File: src/rtl/mmv_input_packer.sv
// Packs MMV consecutive SIMD-wide input beats into one wide word for the MMV window buffer.
// A frame that ends mid-word emits a zero-padded final word flagged with tlast.
module mmv_input_packer #(
    parameter int SIMD         = 1,
    parameter int IP_PRECISION = 8,
    parameter int MMV          = 2,
    parameter int IFMChannels  = 2,
    parameter int IFMWidth     = 8,
    parameter int IFMHeight    = 8
) (
    input  logic                             clk,
    input  logic                             reset,
    input  logic [SIMD*IP_PRECISION-1:0]     ip_axis_tdata,
    input  logic                             ip_axis_tvalid,
    output logic                             ip_axis_tready,
    output logic [MMV*SIMD*IP_PRECISION-1:0] op_axis_tdata,
    output logic                             op_axis_tvalid,
    input  logic                             op_axis_tready,
    output logic                             op_axis_tlast
);

    localparam int W           = SIMD * IP_PRECISION;
    localparam int FRAME_BEATS = IFMHeight * IFMWidth * IFMChannels / SIMD;
    localparam int LANE_W      = (MMV > 1) ? $clog2(MMV) : 1;
    localparam int BEAT_W      = (FRAME_BEATS > 1) ? $clog2(FRAME_BEATS) : 1;
    localparam int COLL_N      = (MMV > 1) ? MMV - 1 : 1;
    localparam int COLL_BITS   = COLL_N * W;
    localparam int WORD_BITS   = MMV * W;

    logic [LANE_W-1:0]    lane_q, lane_d;
    logic [BEAT_W-1:0]    beat_cnt_q, beat_cnt_d;
    logic [COLL_BITS-1:0] coll_q, coll_d;
    logic [WORD_BITS-1:0] odata_q, odata_d;
    logic                 ovld_q, ovld_d;
    logic                 olast_q, olast_d;

    logic last_lane, last_beat, completing, in_ready, in_fire, out_fire;

    // Builds the output word: collected lanes below the current one, the incoming beat
    // at the current lane, and zeros above it (stale collector lanes must not leak).
    function automatic logic [WORD_BITS-1:0] pack_word(
        input logic [COLL_BITS-1:0] coll,
        input logic [W-1:0]         beat,
        input logic [LANE_W-1:0]    lane
    );
        logic [WORD_BITS-1:0] word;
        logic [WORD_BITS-1:0] ext;
        word = '0;
        for (int k = 0; k < COLL_N; k++) begin
            if (k < int'(lane)) begin
                word[k*W +: W] = coll[k*W +: W];
            end
        end
        ext  = WORD_BITS'(beat);
        word = word | (ext << (int'(lane) * W));
        return word;
    endfunction

    function automatic logic [COLL_BITS-1:0] store_lane(
        input logic [COLL_BITS-1:0] coll,
        input logic [W-1:0]         beat,
        input logic [LANE_W-1:0]    lane
    );
        logic [COLL_BITS-1:0] mask;
        logic [COLL_BITS-1:0] ext;
        mask = COLL_BITS'({W{1'b1}});
        ext  = COLL_BITS'(beat);
        return (coll & ~(mask << (int'(lane) * W))) | (ext << (int'(lane) * W));
    endfunction

    assign last_lane  = (lane_q == LANE_W'(MMV - 1));
    assign last_beat  = (beat_cnt_q == BEAT_W'(FRAME_BEATS - 1));
    assign completing = last_lane || last_beat;

    // Only a completing beat needs the output register; it waits when that register is
    // full and not draining. Independent of ip_axis_tvalid by construction.
    assign in_ready = !(completing && ovld_q && !op_axis_tready);
    assign in_fire  = ip_axis_tvalid && in_ready;
    assign out_fire = ovld_q && op_axis_tready;

    always_comb begin
        lane_d     = lane_q;
        beat_cnt_d = beat_cnt_q;
        coll_d     = coll_q;
        odata_d    = odata_q;
        ovld_d     = ovld_q;
        olast_d    = olast_q;
        if (out_fire) begin
            ovld_d = 1'b0;
        end
        if (in_fire) begin
            if (completing) begin
                odata_d    = pack_word(coll_q, ip_axis_tdata, lane_q);
                olast_d    = last_beat;
                ovld_d     = 1'b1;
                lane_d     = '0;
                beat_cnt_d = last_beat ? '0 : beat_cnt_q + BEAT_W'(1);
            end else begin
                coll_d     = store_lane(coll_q, ip_axis_tdata, lane_q);
                lane_d     = lane_q + LANE_W'(1);
                beat_cnt_d = beat_cnt_q + BEAT_W'(1);
            end
        end
    end

    // Collect / output register stage
    always_ff @(posedge clk) begin
        if (reset) begin
            lane_q     <= '0;
            beat_cnt_q <= '0;
            coll_q     <= '0;
            odata_q    <= '0;
            ovld_q     <= 1'b0;
            olast_q    <= 1'b0;
        end else begin
            lane_q     <= lane_d;
            beat_cnt_q <= beat_cnt_d;
            coll_q     <= coll_d;
            odata_q    <= odata_d;
            ovld_q     <= ovld_d;
            olast_q    <= olast_d;
        end
    end

    assign ip_axis_tready = in_ready;
    assign op_axis_tdata  = odata_q;
    assign op_axis_tvalid = ovld_q;
    assign op_axis_tlast  = olast_q;

endmodule

File: config.mk
export PLATFORM = sky130hd
export DESIGN_NAME = mmv_input_packer
export DESIGN_NICKNAME = d
export VERILOG_FILES = /design/src/rtl/mmv_input_packer.sv
export SDC_FILE = /design/constraint.sdc
export NUM_CORES = 1
export LEC_CHECK = 0
export ABC_CLOCK_PERIOD_IN_PS = 2080
export CAP_MARGIN = 20
export CORE_MARGIN = 2
export CORE_UTILIZATION = 49
export DETAILED_ROUTE_END_ITERATION = 8
export PLACE_DENSITY = 0.78
export SLEW_MARGIN = 20
export SYNTH_ARGS = -nofsm -noshare
export SYNTH_HDL_FRONTEND = slang
export SYNTH_SLANG_ARGS = --single-unit
File: constraint.sdc
create_clock -name clk -period 2.08 [get_ports clk]
set_clock_uncertainty 0.1 [all_clocks]
set_input_delay 0.624 -clock clk [delete_from_list [all_inputs] [get_ports clk]]
set_output_delay 0.624 -clock clk [all_outputs]
set_load 0.02 [all_outputs]
==> flow_summary.json <==
{
  "cp-end-kind": "output port",
  "final_core_util_pct": 71.64,
  "r2r-start": "beat_cnt_q[6]",
  "grt_usage_pct": 23.56,
  "synth-main-ff-cell": "dfxtp_1",
  "wl_mm": 3.344,
  "fp.coreArea_um2": 2758,
  "synthesis.nets": 152,
  "chipHeight_um": 58,
  "worstMarginPinSlew_ns": 0.6303,
  "worstSetupStartpoint": "beat_cnt_q[6]",
  "cts_tree": "yes",
  "synth_seq_cells": 34,
  "ff2ff_path_depth": 5,
  "use_met1_pct": 28.83,
  "vias": 1216,
  "hpwl_mm": 2.416,
  "cts_made_buffers": 5,
  "yosysUniqueCellTypes": 33,
  "yosys.area.top_type_share_pct": 47.64,
  "die_area_um2": 3364,
  "dpl_cell_area_um2": 1859,
  "vdd.ir_drop.worst_mv": 0.6728,
  "pwr-share-seq_pct": 53.1,
  "setup_viol": 0,
  "cts_setup_buffers": 0,
  "dr.pass1.iters": 4,
  "clkPwrFrac_pct": 29.4,
  "die_w_um": 58,
  "relSlewSlack_pct": 57.83,
  "final_nets": 197,
  "syn_area_per_cell_um2": 10.28,
  "switching_share_pct": 27.59,
  "drive_above_1_share_pct": 23.78,
  "postCtsHoldBufs": 0,
  "synth-edff-count": 0,
  "p_sw_mw": 0.3653,
  "met2_usage_pct": 38.80,
  "synthTopCellsByArea": "dfxtp_1 (48%), mux2i_1 (12%), a211oi_2 (7.0%)",
  "finalInstanceArea_um2": 1976,
  "leakagePower_nw": 0.8758,
  "ant_nets": 0,
  "clock-sinks": 34,
  "start_util_pct": 51.81,
  "fmax_mhz": 489.3,
  "hp-class": "flop to flop",
  "antenna_found_initial": 0,
  "rsz0062_at_grt": "true",
  "gp_congestion": 0.7003,
  "holdWs_ns": 0.3913,
  "final-hold-violation-count": 0,
  "placed_cells": 208,
  "areaGrowthSynthToFinish_pct": 38.27,
  "status": "finished clean",
  "via_per_inst": 5.630,
  "clkTransAtPathRegs_ns": 0.10,
  "power_mw": 1.324,
  "grt_pass1_vias": 1295,
  "yosysSeqAreaShare_pct": 47.64,
  "intPower_mw": 0.9588,
  "timing.rr.end": "op_axis_tdata[3]",
  "diodes": 0,
  "groute.layer.met3.usage_pct": 4.911,
  "cts-root-buf": "clkbuf_4",
  "r2r_slack_ns": 0.30,
  "grt_busiest_layer": "met2",
  "arrival_ns": 1.32,
  "startpoint_type": "flop",
  "finalCritPeriodShare_pct": 98.26,
  "maxSlewViolCount": 0,
  "grt_max_degree": 25,
  "cts_buffer_depth": 2,
  "final_common_cell": "dfxtp_1",
  "setup_ws_ns": 0.03613,
  "port_buffers": 30,
  "initialDrtViolationCount": 45,
  "pin_count": 31,
  "yosysWarningCount": 0,
  "drc": 0,
  "finalNonFillerCells": 216,
  "syn-cell-area_um2": 1429,
  "synth_cells": 139,
  "critical_path_required_ns": 1.36,
  "holdCritStartpoint": "beat_cnt_q[6]",
  "final_cell_mix": "dfxtp_1 (32), clkdlybuf4s50_1 (19), mux2i_1 (17)",
  "holdPathEnd": "beat_cnt_q[6]",
  "wire_per_inst_um": 15.48,
  "post-place-ws_ns": -0.5532,
  "period_minus_slack_ns": 2.044,
  "worst-path-max-fanout": 3,
  "worst-setup-path-type": "flop to output port",
  "grt_pass1_wl_mm": 5.871,
  "overflow": 0,
  "powerDensity_nw_per_um2": 670.2,
  "htreeDepth": 2,
  "setup_tns_ns": 0,
  "synth_top_cell_by_area": "dfxtp_1",
  "cap_violations": 0,
  "holdPathStages": 2,
  "placement_rows": 19,
  "pwr-share-comb_pct": 17.5,
  "clk_latency_ns": 0.34,
  "async_reset_ff_share_pct": 0
}
## cells in the mapped netlist (2+ instances only)
cell type  count
a211oi_2       8
mux2i_1       17
and2_1         2
nand2_1        4
buf_2          3
or3_1          4
inv_1          2
clkbuf_1       2
a21oi_1       15
nor2_1        13
buf_4          3
nand3_1        4
o21ai_0        2
dfxtp_1       34
a22o_1         8
## final cells by class
cell class	instances	area [µm²]
clock buffers	6	51.30
clock inverters	2	12.51
fillers	219	782.0
inverters	3	11.26
multi-input cells	93	723.2
flip-flops and latches	34	683.2
well taps	31	38.79
repair buffers	47	455.4
## worst max-delay path, stage by stage, from the launching register on
cell	delay [ns]
dfxtp_1	0.38
nand3_1	0.19
o21ai_4	0.23
nand2b_4	0.06
buf_6	0.12
## cells by family after synthesis
family,count (synthesis),share of synthesized area [%]
AOI/OAI and AO/OA,41,22.59
DFF,34,47.64
xor gates and xnor gates,1,0.6131
adders and majority gates,1,0.8755
and+or+nand+nor,33,12.17
muxes,17,11.91
buffers and inverters,12,4.203
## routing by layer
layer | share of wire, % | wire, µm | vias to the layer above
li1 | - | - | 599
met1 | 43 | 1431 | 573
met2 | 49 | 1647 | 37
met3 | 5.9 | 196 | 7
met4 | 2.1 | 69 | 0
met5 | 0 | 0 | -
## worst max path at each step
| stage | to | slack (ns) | cells past startpoint |
|---|---|---|---|
| after global placement | ip_axis_tready | -0.54 | 4 |
| after floorplan | ip_axis_tready | 0.17 | 5 |
| after detailed placement | ip_axis_tready | -0.55 | 4 |
| after CTS | op_axis_tdata[14] | 0.02 | 1 |
| after global routing | ip_axis_tready | -0.02 | 5 |
| final | ip_axis_tready | 0.04 | 4 |
## sequential cells by signal, indices dropped and copies added, names as in the netlist
| register | cells |
|---|---|
| op_axis_tdata | 16 |
| lane_q | 1 |
| coll_q | 8 |
| op_axis_tvalid | 1 |
| beat_cnt_q | 7 |
| op_axis_tlast | 1 |
## power by group through the flow
stage	clock network, mW	registers (mW)	logic (mW)
after global placement	0	0.713	0.223
after detailed placement	0	0.715	0.229
after CTS	0.398	0.703	0.233
after floorplan	0	0.733	0.112
final	0.390	0.703	0.231
after global routing	0.424	0.707	0.250
## timing repair
item,4_1_cts,5_1_grt
gates resized for setup,16,7
cloned,0,0
pin swaps,1,0
hold endpoints to repair,0,0
setup endpoints to repair,3,8
Power figures use the tool's default switching activity.
